==> config.mk <==
export PLATFORM = sky130hd
export DESIGN_NAME = spi_slave
export DESIGN_NICKNAME = d
export VERILOG_FILES = /design/src/rtl/spi_pkg.sv /design/src/rtl/spi_miso_shifter.sv /design/src/rtl/spi_slave.sv
export SDC_FILE = /design/constraint.sdc
export NUM_CORES = 1
export LEC_CHECK = 0
export ABC_AREA = 1
export CORE_MARGIN = 5
export CORE_UTILIZATION = 54
export DETAILED_ROUTE_END_ITERATION = 8
export GPL_TIMING_DRIVEN = 0
export PLACE_DENSITY = 0.88
export SLEW_MARGIN = 20
export SYNTH_ARGS = -nofsm -noshare
export SYNTH_HDL_FRONTEND = slang
export SYNTH_HIERARCHICAL = 1
export SYNTH_SLANG_ARGS = --single-unit
==> constraint.sdc <==
create_clock -name clk -period 1.9 [get_ports clk]
set_input_delay 0.475 -clock clk [delete_from_list [all_inputs] [get_ports clk]]
set_output_delay 0.475 -clock clk [all_outputs]
set_load 0.01 [all_outputs]
==> src/rtl/spi_pkg.sv <==
// Shared constants and state encoding for the SPI slave front end.
package spi_pkg;

    localparam int unsigned RX_WIDTH = 10;
    localparam int unsigned TX_WIDTH = 8;

    typedef logic [2:0] state_t;

    localparam state_t IDLE      = 3'd0;
    localparam state_t CHK_CMD   = 3'd1;
    localparam state_t WRITE     = 3'd2;
    localparam state_t READ_ADD  = 3'd3;
    localparam state_t READ_DATA = 3'd4;

    localparam logic [1:0] OP_WR_ADDR = 2'b00;
    localparam logic [1:0] OP_WR_DATA = 2'b01;
    localparam logic [1:0] OP_RD_ADDR = 2'b10;
    localparam logic [1:0] OP_RD_DATA = 2'b11;

endpackage

==> src/rtl/spi_miso_shifter.sv <==
// Parallel-load, MSB-first serialiser driving MISO for one read-data byte.
module spi_miso_shifter
    import spi_pkg::*;
#(
    parameter int unsigned WIDTH = TX_WIDTH
) (
    input  logic             clk,
    input  logic             rst_n,
    input  logic             clr,
    input  logic             load,
    input  logic [WIDTH-1:0] data,
    output logic             miso,
    output logic             busy
);

    localparam int unsigned CNT_W = $clog2(WIDTH);

    logic [WIDTH-1:0] shreg;
    logic [CNT_W-1:0] cnt;

    // MSB goes out on the cycle after load; the remaining bits follow, then MISO idles low.
    always_ff @(posedge clk or negedge rst_n) begin
        if (!rst_n) begin
            shreg <= '0;
            cnt   <= '0;
            miso  <= 1'b0;
            busy  <= 1'b0;
        end else if (clr) begin
            shreg <= '0;
            cnt   <= '0;
            miso  <= 1'b0;
            busy  <= 1'b0;
        end else if (load) begin
            miso  <= data[WIDTH-1];
            shreg <= {data[WIDTH-2:0], 1'b0};
            cnt   <= '0;
            busy  <= 1'b1;
        end else if (busy) begin
            if (cnt == CNT_W'(WIDTH-1)) begin
                miso <= 1'b0;
                busy <= 1'b0;
            end else begin
                miso  <= shreg[WIDTH-1];
                shreg <= {shreg[WIDTH-2:0], 1'b0};
                cnt   <= cnt + CNT_W'(1);
            end
        end
    end

endmodule

==> src/rtl/spi_slave.sv <==
// SPI slave: deserialises 10-bit MOSI frames for the RAM and returns read data on MISO.
module spi_slave #(
    parameter int unsigned RX_WIDTH = spi_pkg::RX_WIDTH,
    parameter int unsigned TX_WIDTH = spi_pkg::TX_WIDTH
) (
    input  logic                clk,
    input  logic                rst_n,
    input  logic                SS_n,
    input  logic                MOSI,
    output logic                MISO,
    output logic [RX_WIDTH-1:0] rx_data,
    output logic                rx_valid,
    input  logic [TX_WIDTH-1:0] tx_data,
    input  logic                tx_valid
);

    import spi_pkg::*;

    localparam int unsigned CNT_W = $clog2(RX_WIDTH + 1);

    state_t              state;
    state_t              state_nxt;
    logic [CNT_W-1:0]    bit_cnt;
    logic [RX_WIDTH-1:0] rx_shift;
    logic                frame_done;
    logic                rd_addr_done;
    logic                tx_done;
    logic                tx_busy;
    logic                sample_c;
    logic                complete_c;
    logic                tx_load_c;

    always_ff @(posedge clk or negedge rst_n) begin
        if (!rst_n) begin
            state <= IDLE;
        end else begin
            state <= state_nxt;
        end
    end

    // Next state plus per-edge sample/complete/load strobes.
    always_comb begin
        state_nxt  = state;
        sample_c   = 1'b0;
        complete_c = 1'b0;
        tx_load_c  = 1'b0;
        case (state)
            IDLE: begin
                if (!SS_n) begin
                    state_nxt = CHK_CMD;
                end
            end
            CHK_CMD: begin
                if (SS_n) begin
                    state_nxt = IDLE;
                end else begin
                    sample_c = 1'b1;
                    if (MOSI == OP_WR_ADDR[1]) begin
                        state_nxt = WRITE;
                    end else if (rd_addr_done) begin
                        state_nxt = READ_DATA;
                    end else begin
                        state_nxt = READ_ADD;
                    end
                end
            end
            WRITE, READ_ADD, READ_DATA: begin
                if (SS_n) begin
                    state_nxt = IDLE;
                end else if (!frame_done) begin
                    sample_c   = 1'b1;
                    complete_c = (bit_cnt == CNT_W'(RX_WIDTH-1));
                end else if (state == READ_DATA) begin
                    tx_load_c = tx_valid && !tx_busy && !tx_done;
                end
            end
            default: begin
                state_nxt = IDLE;
            end
        endcase
    end

    // Frame capture; a partial frame never touches rx_data or the read-address flag.
    always_ff @(posedge clk or negedge rst_n) begin
        if (!rst_n) begin
            bit_cnt      <= '0;
            rx_shift     <= '0;
            rx_data      <= '0;
            rx_valid     <= 1'b0;
            frame_done   <= 1'b0;
            rd_addr_done <= 1'b0;
            tx_done      <= 1'b0;
        end else begin
            rx_valid <= complete_c;
            if (state_nxt == IDLE) begin
                bit_cnt    <= '0;
                frame_done <= 1'b0;
                tx_done    <= 1'b0;
            end else if (sample_c) begin
                bit_cnt <= bit_cnt + CNT_W'(1);
            end
            if (sample_c) begin
                rx_shift <= {rx_shift[RX_WIDTH-2:0], MOSI};
            end
            if (complete_c) begin
                rx_data    <= {rx_shift[RX_WIDTH-2:0], MOSI};
                frame_done <= 1'b1;
                if (state == READ_ADD) begin
                    rd_addr_done <= 1'b1;
                end else if (state == READ_DATA) begin
                    rd_addr_done <= 1'b0;
                end
            end
            if (tx_load_c) begin
                tx_done <= 1'b1;
            end
        end
    end

    spi_miso_shifter #(
        .WIDTH (TX_WIDTH)
    ) u_miso_shifter (
        .clk   (clk),
        .rst_n (rst_n),
        .clr   (SS_n),
        .load  (tx_load_c),
        .data  (tx_data),
        .miso  (MISO),
        .busy  (tx_busy)
    );

endmodule

==> results of run 1 <==
==> stage by stage <==
stage               std cells    util  hold WS, ns
floorplan                 235       -       0.1794
global placement          307  0.6336       0.4552
detailed placement        308  0.6378       0.3490
CTS                       316  0.6638      0.02698
global route              316  0.6638      0.02467
finish                    316  0.6638      0.03269
==> placed cells by master, fill, tap and decap left out, drive strengths merged <==
cell type      count
a21oi              2
buf                6
clkbuf             7
clkdlybuf4s50     22
clkinv             2
clkinvlp           1
dfrtp             42
dlygate4sd2        1
ha                 4
inv               30
nand2             90
nand3             17
nand3b             1
nand4              1
nor2              17
o21ai             24
xnor2              1
==> cell type report <==
| cell class | count | share of cell area |
|---|---|---|
| buffer | 5 | 0.01725 |
| clock buffer | 6 | 0.03450 |
| clock inverter | 2 | 0.005227 |
| inverter | 31 | 0.05071 |
| multi-input combinational | 157 | 0.3220 |
| sequential | 42 | 0.4391 |
| tap | 48 | 0.02509 |
| timing repair buffer | 25 | 0.1061 |
==> logic make-up (layout without fill, tap and decap cells) <==
| kind of cell | after synthesis | count (layout) | share of synthesized area |
|---|---|---|---|
| DFF | 42 | 42 | 0.5296 |
| adders and majority gates | 4 | 4 | 0.02522 |
| AOI/OAI and AO/OA | 26 | 26 | 0.06747 |
| xor gates and xnor gates | 1 | 1 | 0.004414 |
| and+or+nand+nor | 126 | 126 | 0.2913 |
| buffers and inverters | 36 | 69 | 0.08196 |
==> metal layers <==
layer / global-route usage / up-vias
met3: 0.05540 / 6
met4: 0.08768 / 0
li1: - / 792
met2: 0.2931 / 29
met5: 0 / -
met1: 0.2310 / 760
==> worst max-delay path: cells and delay by family <==
family | cells | cell delay, ns
and+or+nand+nor | 6 | 0.64
buffers and inverters | 4 | 0.79
==> state kept, by name (all words and copies together) (netlist names), 3 cells and up <==
signal and flops:
state 3, bit_cnt 4, u_miso_shifter/cnt 3, u_miso_shifter/shreg 7
rx_shift 9, rx_data 10
==> power groups by stage <==
stage	Combinational, mW	Clock (mW)	Sequential (mW)
2_1_floorplan	0.325	0	1.07
3_3_place_gp	0.427	0	1.09
3_5_place_dp	0.458	0	1.09
4_1_cts	0.458	0.615	1.07
5_1_grt	0.514	0.660	1.09
6_report	0.455	0.600	1.07
==> worst min-delay path by stage <==
stage	startpoint	end	slack, ns	depth (start not counted)
floorplan	rst_n	bit_cnt[0]	0.18	0
global placement	u_miso_shifter/shreg[1]	u_miso_shifter/shreg[1]	0.46	2
detailed placement	rst_n	rx_data[5]	0.35	1
CTS	rst_n	rx_data[5]	0.03	1
global route	rst_n	rx_data[5]	0.02	1
finish	rst_n	rx_data[5]	0.03	1
==> out/metrics.csv, run 1 <==
metric,value,unit
reg-to-reg startpoint,state[1],
number of I/O port buffers,24,
reg2reg end,u_miso_shifter/cnt[1],
Via density,5.022,
top post-synthesis cells by area,"dfrtp_1 (53%), nand2_1 (16%), inv_1 (5.3%)",
clock buffer count from CTS,5,
"worst slack, placed",-0.4189,ns
via count,1587,
kind of critical path,in2reg,
# rows,22,
vias in the first global route,1624,
Initial Util,0.5503,
clk sinks,42,
final setup vio count,0,
Commonest cells post-synth,"nand2_1 (86), dfrtp_1 (42), inv_1 (28)",
wire length of the first global-routing pass,7279,um
largest net degree at the start of global routing,34,
antenna-violating nets left,0,
FF/Latch Area,1051,um2
RSZ-0062 raised after global routing,false,
Core ar.,3606,um2
crit path capture type,flip-flop,
"Cell Area, Placed",2300,um2
Syn Std Cell Area,1984,um2
Total GRT Usage,0.1844,
clock power share,0.282,
Layout area overhead,20.62,%
M1 WL,1865,um
worst vdd ir,600.3,uV
Post-synth ARST share,1.000,
"Worst Setup Slack, final",0.1684,ns
met3 wire len,142,um
Hold Buf Count CTS,0,
met2 wire length,2017,um
"count leader, synth",nand2_1,
post_cts resized,1,
Pwr Total,2.128,mW
routed wire length per instance,12.97,um
Max Slew Vio Count,0,
Remaining DRCs,0,
final setup skew,0.007874,ns
area of the multi-input gates,770.7,um2
Ports,25,
Layout Nets,284,
"area leader, netlist",dfrtp_1,
CP max stage cell,dlygate4sd2_1,
CP Cell Sequence,"dlygate4sd2_1, inv_1, nand3_1, nor2_1, buf_6, nor2_8, nand2_8, clkinv_4, nand2_1, nand2_1",
"Design Area, Final",2394,um2
Fill cells,281,
max incr delay on CP,0.35,ns
setup bufs post-CTS,0,
final hold violations,0,
GRT overflow,0,
Synth top area share,0.5296,
share of cells above drive strength 1,0.1119,
leak pwr,1.204,nW
crit start category,primary input,
Clock Tree Buf Depth,2,
1st-iter DRT viols,50,
DP HPWL,2946,um
full die area,4987,um2
clock slew at reported path FFs,0.08,ns
Final min period,1.732,ns
Final Cycle Share,0.9114,
drt first pass iters,4,
Root Driver,clkbuf_8,
Synth cell types,26,
Post-Synthesis Cells,235,
initial antenna violation count,0,
pwr/cell area,889.0,nW/um2
r2r setup slk,0.20,ns
crit path DAT,1.91,ns
Synth Warn #,6,
R2R cell count,9,
RePlAce Congestion,0.7789,
worst-skew pair later-pin latency,0.29,ns
HP Class,in2async,
Max Clock Freq,577.5,MHz
Sw Pwr,673.1,uW
Gate power share,0.214,
Max-Cap Viols,0,
worst setup path endpoint,u_miso_shifter/cnt[1],
Tightest Pin Transition,0.3841,ns
Worst Path Required,2.08,ns
#FFs+latches synth,42,
sequential share of the synthesized area,0.5296,
Post-synth EDFFs,0,
crit path from,SS_n,
Syn Nets,252,
H-tree Lvls,2,
sequential share of power,0.505,
chip width,70.62,um
Net Sw Frac,0.3163,
CTS tree,built,
Top Metal Used,met4,
Slew HR,0.7440,
syn_area_per_cell,8.444,um2
final wirelength,4100,um
TNS Setup,0,ns
"most used cell, CP",nand2_1,
"Max FO, Critical Path",10,
status,"complete, no violations",
dominant synthesized flop cell,dfrtp_1,
Internal Dissipation,1.455,mW
n_diodes,0,
Die Ht,70.62,um
Power figures use the tool's default switching activity.
==> run 2: changes to the inputs <==
CORE_UTILIZATION = 46   (was 54)
GPL_ROUTABILITY_DRIVEN = 0   (was not set)
PLACE_DENSITY = 0.78   (was 0.88)
==> run 2 against run 1 <==
Against the previous run:
- clock skew up 0.0046 ns
- via count down 4.6%
- die area up 15%
- clock-buffer cell count up 1
- utilization down 7.8 points
- worst hold slack better by 0.020 ns
- final area about the same
==> out/metrics.csv, run 2 (synthesis gave the netlist of run 1 again) <==
metric,value,unit,change
CP Cell Sequence,"dlygate4sd2_1, inv_1, nand3_1, nor2_1, buf_6, nor2_8, nand2_8, clkinv_4, nand2_1, nand2_1",,
CP max stage cell,dlygate4sd2_1,,
crit path capture type,flip-flop,,
"Design Area, Final",2392,um2,about the same
Tightest Pin Transition,0.3519,ns,-0.03219 ns
antenna-violating nets left,0,,unchanged
chip width,75.68,um,+7.2%
H-tree Lvls,2,,unchanged
worst vdd ir,533.6,uV,-11%
number of I/O port buffers,24,,unchanged
# rows,23,,+4.5%
pwr/cell area,883.7,nW/um2,-0.60%
drt first pass iters,4,,unchanged
1st-iter DRT viols,62,,+24%
Max-Cap Viols,0,,unchanged
"commonest non-fill, non-tap cell in the layout",nand2_1,,
RSZ-0062 raised after global routing,false,,
DP HPWL,2706,um,-8.1%
GRT overflow,0,,unchanged
Max Clock Freq,587.9,MHz,+1.8%
via count,1514,,-4.6%
clock slew at reported path FFs,0.09,ns,about the same
Buf/Inv on CP,4,,unchanged
worst-skew pair later-pin latency,0.30,ns,about the same
Max Slew Vio Count,0,,unchanged
Worst Path Required,2.08,ns,about the same
n_diodes,0,,unchanged
final setup skew,0.01252,ns,+0.004644 ns
Top delay family on crit path,buffers and inverters,,
leak pwr,1.205,nW,about the same
Layout area overhead,20.55,%,about the same
Ports,25,,unchanged
largest net degree at the start of global routing,31,,-8.8%
Pwr Total,2.114,mW,-0.65%
initial antenna violation count,0,,unchanged
routed wire length per instance,11.94,um,-7.9%
Total GRT Usage,0.1514,,-0.03299
Clock Tree Buf Depth,2,,unchanged
Final min period,1.701,ns,-0.03060 ns
kind of critical path,in2reg,,
Fill cells,362,,+29%
Final Cycle Share,0.8953,,-0.01610
Via density,4.761,,-5.2%
"Cell Area, Placed",2302,um2,+0.11%
status,"complete, no violations",,
final setup vio count,0,,unchanged
clock buffer count from CTS,5,,unchanged
Die Ht,75.68,um,+7.2%
"most used cell, CP",nand2_1,,
Initial Util,0.4856,,-0.06470
final wirelength,3798,um,-7.4%
"Worst Setup Slack, final",0.1990,ns,+0.03060 ns
"Max FO, Critical Path",10,,unchanged
max reg flops,10,,unchanged
Top reg by flops,rx_data,,
wire length of the first global-routing pass,6534,um,-10%
Core ar.,4086,um2,+13%
max incr delay on CP,0.34,ns,about the same
biggest regs,"rx_data (10), rx_shift (9), u_miso_shifter/shreg (7)",,
final hold violations,0,,unchanged
CTS tree,built,,
crit path DAT,1.88,ns,-0.03 ns
clk sinks,42,,unchanged
"worst slack, placed",-0.3950,ns,+0.02397 ns
crit start category,primary input,,
HP Class,in2async,,
Remaining DRCs,0,,unchanged
Root Driver,clkbuf_8,,
vias in the first global route,1495,,-7.9%
share of cells above drive strength 1,0.1082,,-0.003731
full die area,5727,um2,+15%
Layout Nets,284,,unchanged
Slew HR,0.7654,,+0.02146
"commonest cells after routing, fill and taps aside","nand2_1 (86), dfrtp_1 (42), inv_1 (28)",,
[run 2: changes by cell type in the layout (fill, tap and decap cells not counted)]
| cell | change |
|---|---|
| clkbuf_1 | +1 |
| clkinvlp_4 | -1 |
[run 2: per-layer routing]
metal | up-vias | share of wire | global-route usage
met2 | 29 | 0.46 | 0.2359
li1 | 786 | - | -
met3 | 4 | 0.034 | 0.03958
met4 | 0 | 0.011 | 0.06019
met1 | 695 | 0.49 | 0.2022
met5 | - | 0 | 0
[run 2: stage by stage]
stage               cells    util  TNS, ns  hold WS [ns]
global route          318  0.5854        0       0.06094
CTS                   318  0.5854        0       0.05376
floorplan             235       -        0        0.1794
finish                318  0.5854        0       0.05303
global placement      309  0.5597   -38.70        0.4607
detailed placement    310  0.5634   -9.913        0.3839
[run 2: power breakdown]
group / switching (mW) / total [mW] / internal [mW]
sequential: 0.0793 / 1.08 / 0.996
combinational: 0.277 / 0.443 / 0.166
clock: 0.302 / 0.595 / 0.293
[run 2: final cells by class]
type / count / area (um2) / area share
Buffer: 5 / 41.29 / 0.01726
Clock buffer: 7 / 86.33 / 0.03609
Clock inverter: 1 / 5.005 / 0.002092
Inverter: 31 / 121.4 / 0.05073
Multi-Input combinational cell: 157 / 770.7 / 0.3222
Sequential cell: 42 / 1051 / 0.4393
Tap cell: 50 / 62.56 / 0.02615
Timing Repair Buffer: 25 / 254.0 / 0.1062
[run 2: repair_timing]
action / CTS / global route
endpoints found under the hold margin: 0 / 0
setup endpoints to repair: 9 / 0
hold buffers: 0 / 0
gates resized for setup: 1 / 0
buffers inserted: 0 / 0
[run 2: worst paths after layout]
kind	cells after the start	slack (ns)	to	start
max	10	0.20	u_miso_shifter/shreg[1]	SS_n
min reg2reg	2	0.48	tx_done	tx_done
max in group asynchronous	2	1.39	rx_data[2]	rst_n
min in group clk	2	0.48	tx_done	tx_done
max reg2reg	9	0.21	u_miso_shifter/shreg[1]	state[1]
min	1	0.05	state[1]	rst_n
==> run 3: changes to the inputs <==
CTS_BUF_LIST = sky130_fd_sc_hd__clkbuf_16   (was not set)
CTS_CLUSTER_DIAMETER = 30   (was not set)
==> run 3 against run 2 <==
Against the previous run:
- clock-buffer cell count decreased by 2
- setup slack worse by 0.0047 ns
- sequential share of layout area down 0.83 points
- total power grew 11%
- non-clock buffer count did not move
- register-to-register slack improved by 0.02 ns
- clock skew decreased by 0.0050 ns
- largest cell class unchanged
==> out/metrics.csv, run 3 (synthesis gave the netlist of run 1 again) <==
metric,value,unit,change
status,"complete, no violations",,
kind of critical path,in2reg,,
leak pwr,1.229,nW,+2.0%
GRT overflow,0,,unchanged
Ports,25,,unchanged
crit path DAT,1.88,ns,about the same
Initial Util,0.4856,,unchanged
max reg flops,10,,unchanged
hold_ws,0.06888,ns,+0.01585 ns
vias in the first global route,1548,,+3.5%
R2R cell count,9,,unchanged
Top Metal Used,met4,,
number of I/O port buffers,24,,unchanged
antenna-violating nets left,0,,unchanged
M1 WL,1882,um,+1.1%
DP HPWL,2706,um,unchanged
clock slew at reported path FFs,0.06,ns,-0.03 ns
Worst Path Required,2.07,ns,about the same
via count,1533,,+1.3%
Top reg by flops,rx_data,,
biggest regs,"rx_data (10), rx_shift (9), u_miso_shifter/shreg (7)",,
Root Driver,clkbuf_16,,
setup bufs post-CTS,0,,unchanged
Fill cells,351,,-3.0%
final setup skew,0.007487,ns,-0.005031 ns
area of the multi-input gates,770.7,um2,unchanged
Layout area overhead,22.89,%,
Max-Cap Viols,0,,unchanged
"commonest non-fill, non-tap cell in the layout",nand2_1,,
final hold violations,0,,unchanged
Layout Nets,284,,unchanged
CTS tree,built,,
"Max FO, Critical Path",10,,unchanged
Tightest Pin Transition,0.3534,ns,+0.001498 ns
clk sinks,42,,unchanged
Die Ht,75.68,um,unchanged
full die area,5727,um2,unchanged
initial antenna violation count,0,,unchanged
Slew HR,0.7644,,-0.0009990
CP Cell Sequence,"dlygate4sd2_1, inv_1, nand3_1, nor2_1, buf_6, nor2_8, nand2_8, clkinv_4, nand2_1, nand2_1",,
chip width,75.68,um,unchanged
drt first pass iters,4,,unchanged
CP max stage cell,dlygate4sd2_1,,
1st-iter DRT viols,92,,+48%
n_diodes,0,,unchanged
Max Clock Freq,586.3,MHz,-0.28%
pwr/cell area,961.3,nW/um2,+8.8%
final wirelength,3959,um,+4.2%
worst vdd ir,719.9,uV,+35%
largest net degree at the start of global routing,31,,unchanged
RSZ-0062 raised after global routing,false,,
Remaining DRCs,0,,unchanged
Via density,4.821,,+1.3%
Total GRT Usage,0.1583,,+0.006933
Max Slew Vio Count,0,,unchanged
wire length of the first global-routing pass,6755,um,+3.4%
crit path capture type,flip-flop,,
"most used cell, CP",nand2_1,,
worst-skew pair later-pin latency,0.29,ns,about the same
# rows,23,,unchanged
FF/Latch Area,1051,um2,unchanged
Core ar.,4086,um2,unchanged
H-tree Lvls,2,,unchanged
crit start category,primary input,,
HP Class,in2async,,
routed wire length per instance,12.45,um,+4.2%
met2 wire length,1855,um,+5.0%
"commonest cells after routing, fill and taps aside","nand2_1 (86), dfrtp_1 (42), inv_1 (29)",,
max incr delay on CP,0.34,ns,about the same
clock buffer count from CTS,5,,unchanged
Final Cycle Share,0.8977,,+0.002474
final setup vio count,0,,unchanged
share of cells above drive strength 1,0.1045,,-0.003731
Final min period,1.706,ns,+0.004700 ns
Clock Tree Buf Depth,2,,unchanged
met3 wire len,149,um,+16%
Pwr Total,2.344,mW,+11%
run 3: cell count changes in the layout (fill, tap and decap cells not counted):
cell	change
clkinv_1	+1
clkbuf_8	-6
inv_1	+1
clkbuf_16	+5
clkbuf_1	-1
run 3: path summary, 6_finish.rpt:
| kind | from | slack (ns) | endpoint |
|---|---|---|---|
| min in group clk | tx_done | 0.48 | tx_done |
| max in group asynchronous | rst_n | 1.38 | rx_data[5] |
| worst min register to register | tx_done | 0.48 | tx_done |
| worst min-delay path | rst_n | 0.07 | state[1] |
| worst max register to register | state[1] | 0.23 | u_miso_shifter/shreg[1] |
| worst max-delay path | SS_n | 0.19 | u_miso_shifter/shreg[1] |
run 3: critical path, delay by kind of cell:
family	cells	cell delay (ns)
and+or+nand+nor	6	0.61
buffers and inverters	4	0.78
run 3: layout make-up:
type,instances,share of cell area
plain buffers,5,0.01693
clock buffers,5,0.05131
clock inverters,3,0.005131
inverters,31,0.04977
multi-input cells,157,0.3161
flip-flops and latches,42,0.4310
well taps,50,0.02565
repair buffers,25,0.1042
run 3: per-stage QoR:
stage	worst slack, ns	setup TNS, ns	utilization	std cells	cell area, um2
final	0.1943	0	0.5968	318	2439
after global routing	0.08368	0	0.5968	318	2439
after CTS	0.1908	0	0.5968	318	2439
after detailed placement	-0.3950	-9.913	0.5634	310	2302
after global placement	-0.7134	-38.70	0.5597	309	2287
after floorplan	0.4431	0	-	235	1984
run 3: what timing repair did:
| action | 4_1_cts | 5_1_grt |
|---|---|---|
| hold buffers | 0 | 0 |
| resized for setup | 1 | 0 |
| endpoints found under the setup margin | 11 | 0 |
run 3: routing by layer:
layer  vias up  global-route usage
met4         0             0.06990
li1        788                   -
met5         -                   0
met1       714              0.2014
met3         7             0.04617
met2        24              0.2512
run 3: power breakdown:
group	switching [mW]	internal, mW
Clock	0.336	0.475
Combinational	0.283	0.166
Sequential	0.0862	0.998
Total	0.705	1.64
